`src/rtl/trng_pkg.sv`:
```
// Shared constants and read-FSM encoding for the TRNG word consumer.
package trng_pkg;

  localparam int TRNG_WORD_W = 32;
  localparam int OVF_CNT_W   = 16;

  typedef enum logic [1:0] {
    RD_IDLE = 2'd0,
    RD_POP  = 2'd1,
    RD_ACK  = 2'd2
  } rd_state_e;

endpackage

```
`src/rtl/trng_sync_fifo.sv`:
```
// Single-clock FIFO with extended pointers; flush clears both pointers and
// discards any push in the same cycle, while a pop in that cycle still reads the head.
module trng_sync_fifo #(
  parameter int DEPTH  = 8,
  parameter int ADDR_W = 3,
  parameter int DATA_W = 32
) (
  input  logic              clk,
  input  logic              rst_n,
  input  logic              push,
  input  logic              pop,
  input  logic              flush,
  input  logic [DATA_W-1:0] wdata,
  output logic [DATA_W-1:0] rdata,
  output logic              empty,
  output logic              full,
  output logic [ADDR_W:0]   level
);

  localparam logic [ADDR_W:0] PTR_ONE = {{ADDR_W{1'b0}}, 1'b1};

  logic [DATA_W-1:0] mem_q [DEPTH];
  logic [ADDR_W:0]   wr_ptr_q, wr_ptr_d;
  logic [ADDR_W:0]   rd_ptr_q, rd_ptr_d;
  logic              push_ok;
  logic              pop_ok;

  assign empty = (wr_ptr_q == rd_ptr_q);
  assign full  = (wr_ptr_q[ADDR_W] != rd_ptr_q[ADDR_W]) &&
                 (wr_ptr_q[ADDR_W-1:0] == rd_ptr_q[ADDR_W-1:0]);
  assign level = wr_ptr_q - rd_ptr_q;
  assign rdata = mem_q[rd_ptr_q[ADDR_W-1:0]];

  // A pop frees the slot being written when full, so the write may land there.
  assign pop_ok  = pop && !empty;
  assign push_ok = push && !flush && (!full || pop_ok);

  always_comb begin
    wr_ptr_d = wr_ptr_q;
    rd_ptr_d = rd_ptr_q;
    if (flush) begin
      wr_ptr_d = '0;
      rd_ptr_d = '0;
    end else begin
      if (push_ok) wr_ptr_d = wr_ptr_q + PTR_ONE;
      if (pop_ok)  rd_ptr_d = rd_ptr_q + PTR_ONE;
    end
  end

  always_ff @(posedge clk or negedge rst_n) begin
    if (!rst_n) begin
      wr_ptr_q <= '0;
      rd_ptr_q <= '0;
    end else begin
      wr_ptr_q <= wr_ptr_d;
      rd_ptr_q <= rd_ptr_d;
    end
  end

  always_ff @(posedge clk) begin
    if (push_ok) mem_q[wr_ptr_q[ADDR_W-1:0]] <= wdata;
  end

endmodule

```
`src/rtl/trng_word_reader.sv`:
```
// TRNG word consumer: buffers words in a FIFO, runs a repetition-count health
// test, counts overflow drops and serves words over a four-phase req/ack read.
module trng_word_reader
  import trng_pkg::*;
#(
  parameter int DEPTH      = 8,
  parameter int ADDR_W     = 3,
  parameter int RCT_CUTOFF = 3
) (
  input  logic                   clk,
  input  logic                   rst_n,
  input  logic [TRNG_WORD_W-1:0] word_in,
  input  logic                   word_valid,
  input  logic                   rd_req,
  output logic [TRNG_WORD_W-1:0] rd_data,
  output logic                   rd_ack,
  output logic                   fifo_empty,
  output logic                   fifo_full,
  output logic [ADDR_W:0]        fill_level,
  output logic                   overflow,
  output logic [OVF_CNT_W-1:0]   overflow_count,
  output logic                   health_fail,
  input  logic                   clr_status,
  input  logic                   flush,
  output logic [1:0]             dbg_state
);

  localparam int RCT_W = $clog2(RCT_CUTOFF + 1);
  localparam logic [RCT_W-1:0]     RCT_LIM = RCT_W'(RCT_CUTOFF);
  localparam logic [RCT_W-1:0]     REP_ONE = {{(RCT_W-1){1'b0}}, 1'b1};
  localparam logic [OVF_CNT_W-1:0] CNT_ONE = {{(OVF_CNT_W-1){1'b0}}, 1'b1};

  rd_state_e state_q, state_d;
  logic [TRNG_WORD_W-1:0] rd_data_q, rd_data_d;
  logic                   rd_ack_q, rd_ack_d;
  logic                   ovf_q, ovf_d;
  logic [OVF_CNT_W-1:0]   cnt_q, cnt_d;
  logic                   hf_q, hf_d;
  logic [RCT_W-1:0]       rep_q, rep_d, rep_next;
  logic [TRNG_WORD_W-1:0] last_q, last_d;
  logic                   last_vld_q, last_vld_d;

  logic [TRNG_WORD_W-1:0] head;
  logic pop, room, eligible, drop;

  // Handshake: rd_req rises -> POP (head latched) -> ACK with rd_ack=1 and
  // rd_data held; rd_req falling returns to IDLE and drops rd_ack on that edge.
  assign pop      = (state_q == RD_POP);
  assign room     = !fifo_full || pop;
  assign eligible = word_valid && !hf_q && !flush && room;
  assign drop     = word_valid && !hf_q && !flush && !room;
  assign rep_next = (last_vld_q && (word_in == last_q)) ? rep_q + REP_ONE : REP_ONE;

  trng_sync_fifo #(
    .DEPTH  (DEPTH),
    .ADDR_W (ADDR_W),
    .DATA_W (TRNG_WORD_W)
  ) u_fifo (
    .clk   (clk),
    .rst_n (rst_n),
    .push  (eligible),
    .pop   (pop),
    .flush (flush),
    .wdata (word_in),
    .rdata (head),
    .empty (fifo_empty),
    .full  (fifo_full),
    .level (fill_level)
  );

  always_comb begin
    ovf_d      = ovf_q;
    cnt_d      = cnt_q;
    hf_d       = hf_q;
    rep_d      = rep_q;
    last_d     = last_q;
    last_vld_d = last_vld_q;
    // Clear beats a same-cycle drop so the count ends at zero.
    if (clr_status) begin
      ovf_d      = 1'b0;
      cnt_d      = '0;
      hf_d       = 1'b0;
      rep_d      = '0;
      last_vld_d = 1'b0;
    end else begin
      if (eligible) begin
        rep_d      = rep_next;
        last_d     = word_in;
        last_vld_d = 1'b1;
        if (rep_next >= RCT_LIM) hf_d = 1'b1;
      end
      if (drop) begin
        ovf_d = 1'b1;
        if (cnt_q != '1) cnt_d = cnt_q + CNT_ONE;
      end
    end
  end

  always_comb begin
    state_d   = state_q;
    rd_data_d = rd_data_q;
    rd_ack_d  = rd_ack_q;
    case (state_q)
      RD_IDLE: if (rd_req && !fifo_empty && !flush) state_d = RD_POP;
      RD_POP: begin
        rd_data_d = head;
        rd_ack_d  = 1'b1;
        state_d   = RD_ACK;
      end
      RD_ACK: begin
        if (!rd_req) begin
          rd_ack_d = 1'b0;
          state_d  = RD_IDLE;
        end
      end
      default: begin
        rd_ack_d = 1'b0;
        state_d  = RD_IDLE;
      end
    endcase
  end

  always_ff @(posedge clk or negedge rst_n) begin
    if (!rst_n) begin
      state_q    <= RD_IDLE;
      rd_data_q  <= '0;
      rd_ack_q   <= 1'b0;
      ovf_q      <= 1'b0;
      cnt_q      <= '0;
      hf_q       <= 1'b0;
      rep_q      <= '0;
      last_q     <= '0;
      last_vld_q <= 1'b0;
    end else begin
      state_q    <= state_d;
      rd_data_q  <= rd_data_d;
      rd_ack_q   <= rd_ack_d;
      ovf_q      <= ovf_d;
      cnt_q      <= cnt_d;
      hf_q       <= hf_d;
      rep_q      <= rep_d;
      last_q     <= last_d;
      last_vld_q <= last_vld_d;
    end
  end

  assign rd_data        = rd_data_q;
  assign rd_ack         = rd_ack_q;
  assign overflow       = ovf_q;
  assign overflow_count = cnt_q;
  assign health_fail    = hf_q;
  assign dbg_state      = state_q;

endmodule

```
`config.mk`:
```
export PLATFORM = sky130hd
export DESIGN_NAME = trng_word_reader
export DESIGN_NICKNAME = d
export VERILOG_FILES = /design/src/rtl/trng_pkg.sv /design/src/rtl/trng_sync_fifo.sv /design/src/rtl/trng_word_reader.sv
export SDC_FILE = /design/constraint.sdc
export NUM_CORES = 1
export LEC_CHECK = 0
export ABC_AREA = 1
export BUFFER_PORTS_ARGS = -buffer_cell sky130_fd_sc_hd__buf_2
export CAP_MARGIN = 0
export CORE_MARGIN = 1
export CORE_UTILIZATION = 40
export DETAILED_ROUTE_END_ITERATION = 6
export GPL_ROUTABILITY_DRIVEN = 0
export PLACE_DENSITY_LB_ADDON = 0.1
export SYNTH_ARGS = -nofsm -noshare
export SYNTH_HDL_FRONTEND = slang
export SYNTH_SLANG_ARGS = --single-unit
```
`constraint.sdc`:
```
create_clock -name clk -period 4.5 [get_ports clk]
set_input_delay 0.225 -clock clk [delete_from_list [all_inputs] [get_ports clk]]
set_output_delay 0.225 -clock clk [all_outputs]
set_load 0.005 [all_outputs]
```
==> results.cfg, run 1 <==
[outcome]
run_status = finished, violations left
violations = design-rule violations

[synthesis]
netlist.area_leader.share = 0.527
netlist_instances = 1321
ys_top_cells_by_area = edfxtp_1 53%, dfrtp_1 16%, nand2_1 9.9%, o21ai_0 4.2%, nor2_1 3.1%
synth-edff-count = 256
yosysMostFrequentCell = nand2_1
syn-num-nets = 1366
ys.flop_type = edfxtp_1
ys_seq_elements = 352
yosys-top-cells-count = 383 x nand2_1, 256 x edfxtp_1, 122 x o21ai_0
synth_area_um2 = 14600
synthArstFlopShare = 0.273
yosysWarnings = 0
synth_top_area_cell = edfxtp_1
syn_area_per_cell_um2 = 11.0
synth_cell_type_count = 39
synth-seq-area-share = 0.692

[setup_path]
max_stage_delay_ns = 0.93
cpMaxStageDelayCell = nor2_4
r2r_start = u_fifo.rd_ptr_q[0]
critPathRequiredTime_ns = 4.62
path_max_fanout = 44
path_buf_inv = 3
startpoint = u_fifo.rd_ptr_q[0]
worstSetupPathType = register to register
r2r-end = u_fifo.mem_q[0][13]
arrival_ns = 3.45
r2r_cells = 10
critPathTopFamily = simple AND/OR/NAND/NOR gates
worstSetupStartpointType = register
end_kind = register
path_cells = ha_1 -> inv_1 -> nor2_2 -> inv_1 -> nor2_4 -> nand2_1 -> nand2_1 -> inv_1 -> nand2_1 -> nor2_4
r2r_slack_ns = 1.18

[route]
via_per_inst = 5.07
dr_wl_met2_um = 16000
avgRoutedWirePerCell_um = 18.6
postRouteAntennaNets = 0
route.layer.met1.wl_um = 17400
remaining_drc_errors = 8
dr_wl_met3_um = 1440
vias = 9650
highest_layer = met5
drtIter0Drc = 745
dr.pass1.iters = 7
routed_wl_um = 35400

[timing]
slew_viol_final = 0
hold_viol_final = 0
timing.hold.ws_ns = 0.0236
fin_setup_tns_ns = 0
period_minus_slack_ns = 3.32
max_freq_mhz = 301
setup_viol = 0
slew_headroom = 0.245
fin_ws_ns = 1.18
rsz0062_at_grt = false
fin_skew_ns = 0.0131
fin_crit_sh = 0.739
worst-slew-pin-transition_ns = 1.13

[global_routing]
grt_pass1_wl_um = 54900
antenna_found_initial = 1
grt_overflow = 0
grt_pass1_vias = 9231
gr-usage-all-layers = 0.195
grt_max_degree = 93

[placed_design]
dp_worst_setup_slack_ns = 1.11
io_buffers = 96
placed_cell_area_um2 = 15600
hpwl_um = 21300

[min_path]
hold_path_class = input pin to register
hp-start = word_in[3]
whs_endpoint = u_fifo.mem_q[4][3]
holdPathStages = 1

[floorplanning]
die_w_um = 193
dieArea_um2 = 37200
row_count = 69
dieHeight_um = 193
core_um2 = 35700
io_pins = 97
initial_core_util = 0.408

[power_and_ir_drop]
power_density_nw_per_um2 = 462
p_leak_nw = 6.74
vdd_ir_drop_max_mv = 0.225

[clock_tree]
cts-root-buf = clkbuf_16
postCtsSetupRepairBufs = 0
cts_buffers = 39
htree_levels = 2
cts_resized = 0
insertion_delay_ns = 0.52
clkTransAtPathRegs_ns = 0.06
cts_sinks = 352
postCtsHoldBufs = 3
cts.path.max_buffers = 3
cts_tree = yes

[finish]
fin_area_um2 = 16800
finalNetCount = 1460
fill_cells = 3293
drive_gt1_frac = 0.140
diodes = 0
synthToLayoutAreaGrowth_pct = 15.5

[flow_run]
drv_cap = 0
## cell families (layout without fill, tap and decap cells)
| kind of cell | Yosys count | after routing | share of synthesized area |
|---|---|---|---|
| and+or+nand+nor | 564 | 564 | 0.153 |
| DFF | 352 | 352 | 0.692 |
| AOI/OAI and AO/OA | 239 | 239 | 0.0965 |
| buffers and inverters | 140 | 263 | 0.0404 |
| xor gates and xnor gates | 19 | 19 | 0.0119 |
| adders and majority gates | 7 | 7 | 0.00652 |
## routing by layer
| metal | vias up | GRT usage |
|---|---|---|
| met2 | 201 | 0.303 |
| met4 | 2 | 0.0415 |
| met1 | 4687 | 0.290 |
| met3 | 35 | 0.0302 |
| met5 | - | 0 |
| li1 | 4725 | - |
## state kept, by name (all words and copies together), names as in the netlist
register         cells
health_fail          1
rd_data             32
dbg_state            2
u_fifo.rd_ptr_q      4
u_fifo.wr_ptr_q      4
u_fifo.mem_q       256
last_vld_q           1
overflow             1
last_q              32
overflow_count      16
rep_q                2
rd_ack               1
## layout make-up
cell class | instances | area (um2) | area share
Tap cell | 461 | 577 | 0.0342
Clock inverter | 18 | 186 | 0.0111
Timing Repair Buffer | 118 | 668 | 0.0397
Inverter | 75 | 283 | 0.0168
Sequential cell | 352 | 10100 | 0.599
Multi-Input combinational cell | 829 | 3980 | 0.236
Clock buffer | 52 | 1050 | 0.0626
## per-stage QoR
stage                     cells  power [mW]   util
final                      1905        7.78  0.471
after global routing       1905        8.15  0.471
after CTS                  1905        7.88  0.471
after detailed placement   1832        4.75  0.436
after global placement     1832        4.74  0.436
after floorplan            1321        4.35      -
## worst max-delay path by stage
stage                     cells after the start  slack [ns]                   to
after global placement                       10        1.17  u_fifo.mem_q[0][29]
after global routing                         10        0.89   u_fifo.mem_q[0][1]
after detailed placement                     10        1.11  u_fifo.mem_q[0][31]
final                                        10        1.18  u_fifo.mem_q[0][13]
after floorplan                              14        0.78   u_fifo.mem_q[0][0]
after CTS                                    10        1.09  u_fifo.mem_q[0][13]
## placed cells by master, fill, tap and decap left out, drive strengths merged, types with 2 or more instances in the layout
| master | Yosys | layout |
|---|---|---|
| buf | 26 | 115 |
| nor3 | 4 | 4 |
| a21oi | 37 | 37 |
| o311ai | 16 | 16 |
| a31oi | 14 | 14 |
| dlygate4sd3 | 0 | 3 |
| o21bai | 2 | 2 |
| xor2 | 10 | 10 |
| nand2 | 386 | 386 |
| dfrtp | 96 | 96 |
| xnor2 | 9 | 9 |
| ha | 6 | 6 |
| clkbuf | 39 | 52 |
| o211ai | 2 | 2 |
| or2 | 3 | 3 |
| o21a | 2 | 2 |
| bufinv | 0 | 4 |
| clkinv | 0 | 14 |
| edfxtp | 256 | 256 |
| o21ai | 128 | 128 |
| nand4 | 6 | 6 |
| nor2 | 125 | 125 |
| nand3 | 39 | 39 |
| o22ai | 18 | 18 |
| inv | 75 | 74 |
| o221ai | 18 | 18 |
## power by group
| group | switching, mW | internal, mW |
|---|---|---|
| Sequential | 0.119 | 3.72 |
| Clock | 1.24 | 1.87 |
| Combinational | 0.522 | 0.309 |
(Power assumes the default switching activity.)
==> run 2: changes to the inputs <==
==> constraint.sdc (replaced) <==
create_clock -name clk -period 3.1 [get_ports clk]
set_input_delay 0.155 -clock clk [delete_from_list [all_inputs] [get_ports clk]]
set_output_delay 0.155 -clock clk [all_outputs]
set_load 0.005 [all_outputs]
==> run 2 against run 1 <==
The run still ends with design-rule violations left. Hold slack improved by 0.00072 ns. Fmax grew 26%. Sequential share of layout area is 1.9 points lower. Cell count rose by 2.4%. Combinational power increased by 52%. Critical path type unchanged. Non-clock buffer count increased by 41.
==> results.cfg, run 2 (synthesis gave the netlist of run 1 again) <==
[floorplanning]
core_um2 = 35700
die_w_um = 193
io_pins = 97
dieArea_um2 = 37200
initial_core_util = 0.408
row_count = 69
dieHeight_um = 193

[clock_tree]
cts_buffers = 41
clkTransAtPathRegs_ns = 0.06
postCtsSetupRepairBufs = 0
cts_resized = 0
cts-root-buf = clkbuf_16
cts_sinks = 352
htree_levels = 2
cts_tree = yes
postCtsHoldBufs = 33
insertion_delay_ns = 0.53
cts.path.max_buffers = 3

[finish]
fill_cells = 3309
finalNetCount = 1503
synthToLayoutAreaGrowth_pct = 19.3
drive_gt1_frac = 0.146
diodes = 0
mostFrequentLayoutCells = 381 x nand2_1, 256 x edfxtp_1, 122 x o21ai_0
largest_reg_flops = 256
regArea_um2 = 10100
multi_input_area_um2 = 3990
post-route-util = 0.487
final_common_cell = nand2_1

[timing]
worst-slew-pin-transition_ns = 0.794
hold_viol_final = 0
rsz0062_at_grt = false
fin_skew_ns = 0.0141
fin_crit_sh = 0.848
max_freq_mhz = 380
slew_headroom = 0.471
slew_viol_final = 0
setup_viol = 0
period_minus_slack_ns = 2.63

[global_routing]
grt_overflow = 0
grt_pass1_vias = 9775
gr-usage-all-layers = 0.205
grt_max_degree = 73
antenna_found_initial = 0
grt_pass1_wl_um = 57500

[power_and_ir_drop]
p_seq_frac = 0.480
p_comb_frac = 0.108
power.switching_mw = 2.80
clkPwrFrac = 0.412
power_density_nw_per_um2 = 670
finalPower_mw = 11.7
vdd_ir_drop_max_mv = 0.300
p_leak_nw = 6.99
p_int_mw = 8.85
swShare = 0.240

[setup_path]
end_kind = register
arrival_ns = 3.09
path_max_fanout = 72
worstSetupPathType = register to register
critPathRequiredTime_ns = 3.56
worstSetupStartpointType = register
r2r_slack_ns = 0.47

[placed_design]
hpwl_um = 22000
io_buffers = 96

[route]
remaining_drc_errors = 8
avgRoutedWirePerCell_um = 19.0
postRouteAntennaNets = 0
vias = 9992
drtIter0Drc = 623
routed_wl_um = 37200
dr.pass1.iters = 7
via_per_inst = 5.12

[flow_run]
drv_cap = 0

[min_path]
hold_path_class = input pin to register

[outcome]
violations = design-rule violations
run_status = finished, violations left
-- run 2: routing by layer --
layer,global-route usage,vias up,part of all wire
met5,0,-,0
met4,0.0520,0,0.019
met3,0.0290,55,0.045
met2,0.316,235,0.45
met1,0.304,4875,0.49
li1,-,4827,-
-- run 2: stage by stage --
step | worst slack (ns) | cells | TNS (ns) | hold slack, ns | area (um2)
final | 0.470 | 1951 | 0 | 0.0243 | 17400
after global routing | 0.186 | 1951 | 0 | 0.0142 | 17400
after CTS | 0.448 | 1951 | 0 | 0.00365 | 17400
after detailed placement | 0.450 | 1843 | 0 | 0.225 | 15700
after global placement | 0.482 | 1843 | 0 | 0.226 | 15700
after floorplan | -0.000391 | 1321 | -0.0375 | -0.141 | 14600
-- run 2: power groups by stage --
stage / combinational, mW / sequential (mW) / clock, mW
after floorplan: 0.649 / 5.67 / 0
after global placement: 1.23 / 5.68 / 0
after detailed placement: 1.24 / 5.68 / 0
after CTS: 1.28 / 5.59 / 4.93
after global routing: 1.45 / 5.64 / 5.11
final: 1.26 / 5.59 / 4.81
-- run 2: worst max-delay path, cell delays in order (launching register included) --
cell and delay, ns:
dfrtp_4 0.40, buf_4 0.52, buf_4 0.73, o21ai_0 0.22
o221ai_1 0.31, o311ai_0 0.19, nand2_1 0.09
-- run 2: path summary, 6_finish.rpt --
check	from	end	cells after the start
max	u_fifo.rd_ptr_q[0]	rd_data[2]	6
max reg2reg	u_fifo.rd_ptr_q[0]	rd_data[2]	6
min reg2reg	rd_ack	rd_ack	2
min in group asynchronous	rst_n	rd_data[31]	2
max in group asynchronous	rst_n	rd_data[8]	3
min	word_in[14]	u_fifo.mem_q[3][14]	1
-- run 2: cell type report --
cell class / count / area share
Timing Repair Buffer: 159 / 0.0640
Multi-Input combinational cell: 829 / 0.229
Clock buffer: 65 / 0.0706
Inverter: 75 / 0.0162
Sequential cell: 352 / 0.580
Tap cell: 461 / 0.0331
Clock inverter: 10 / 0.00712
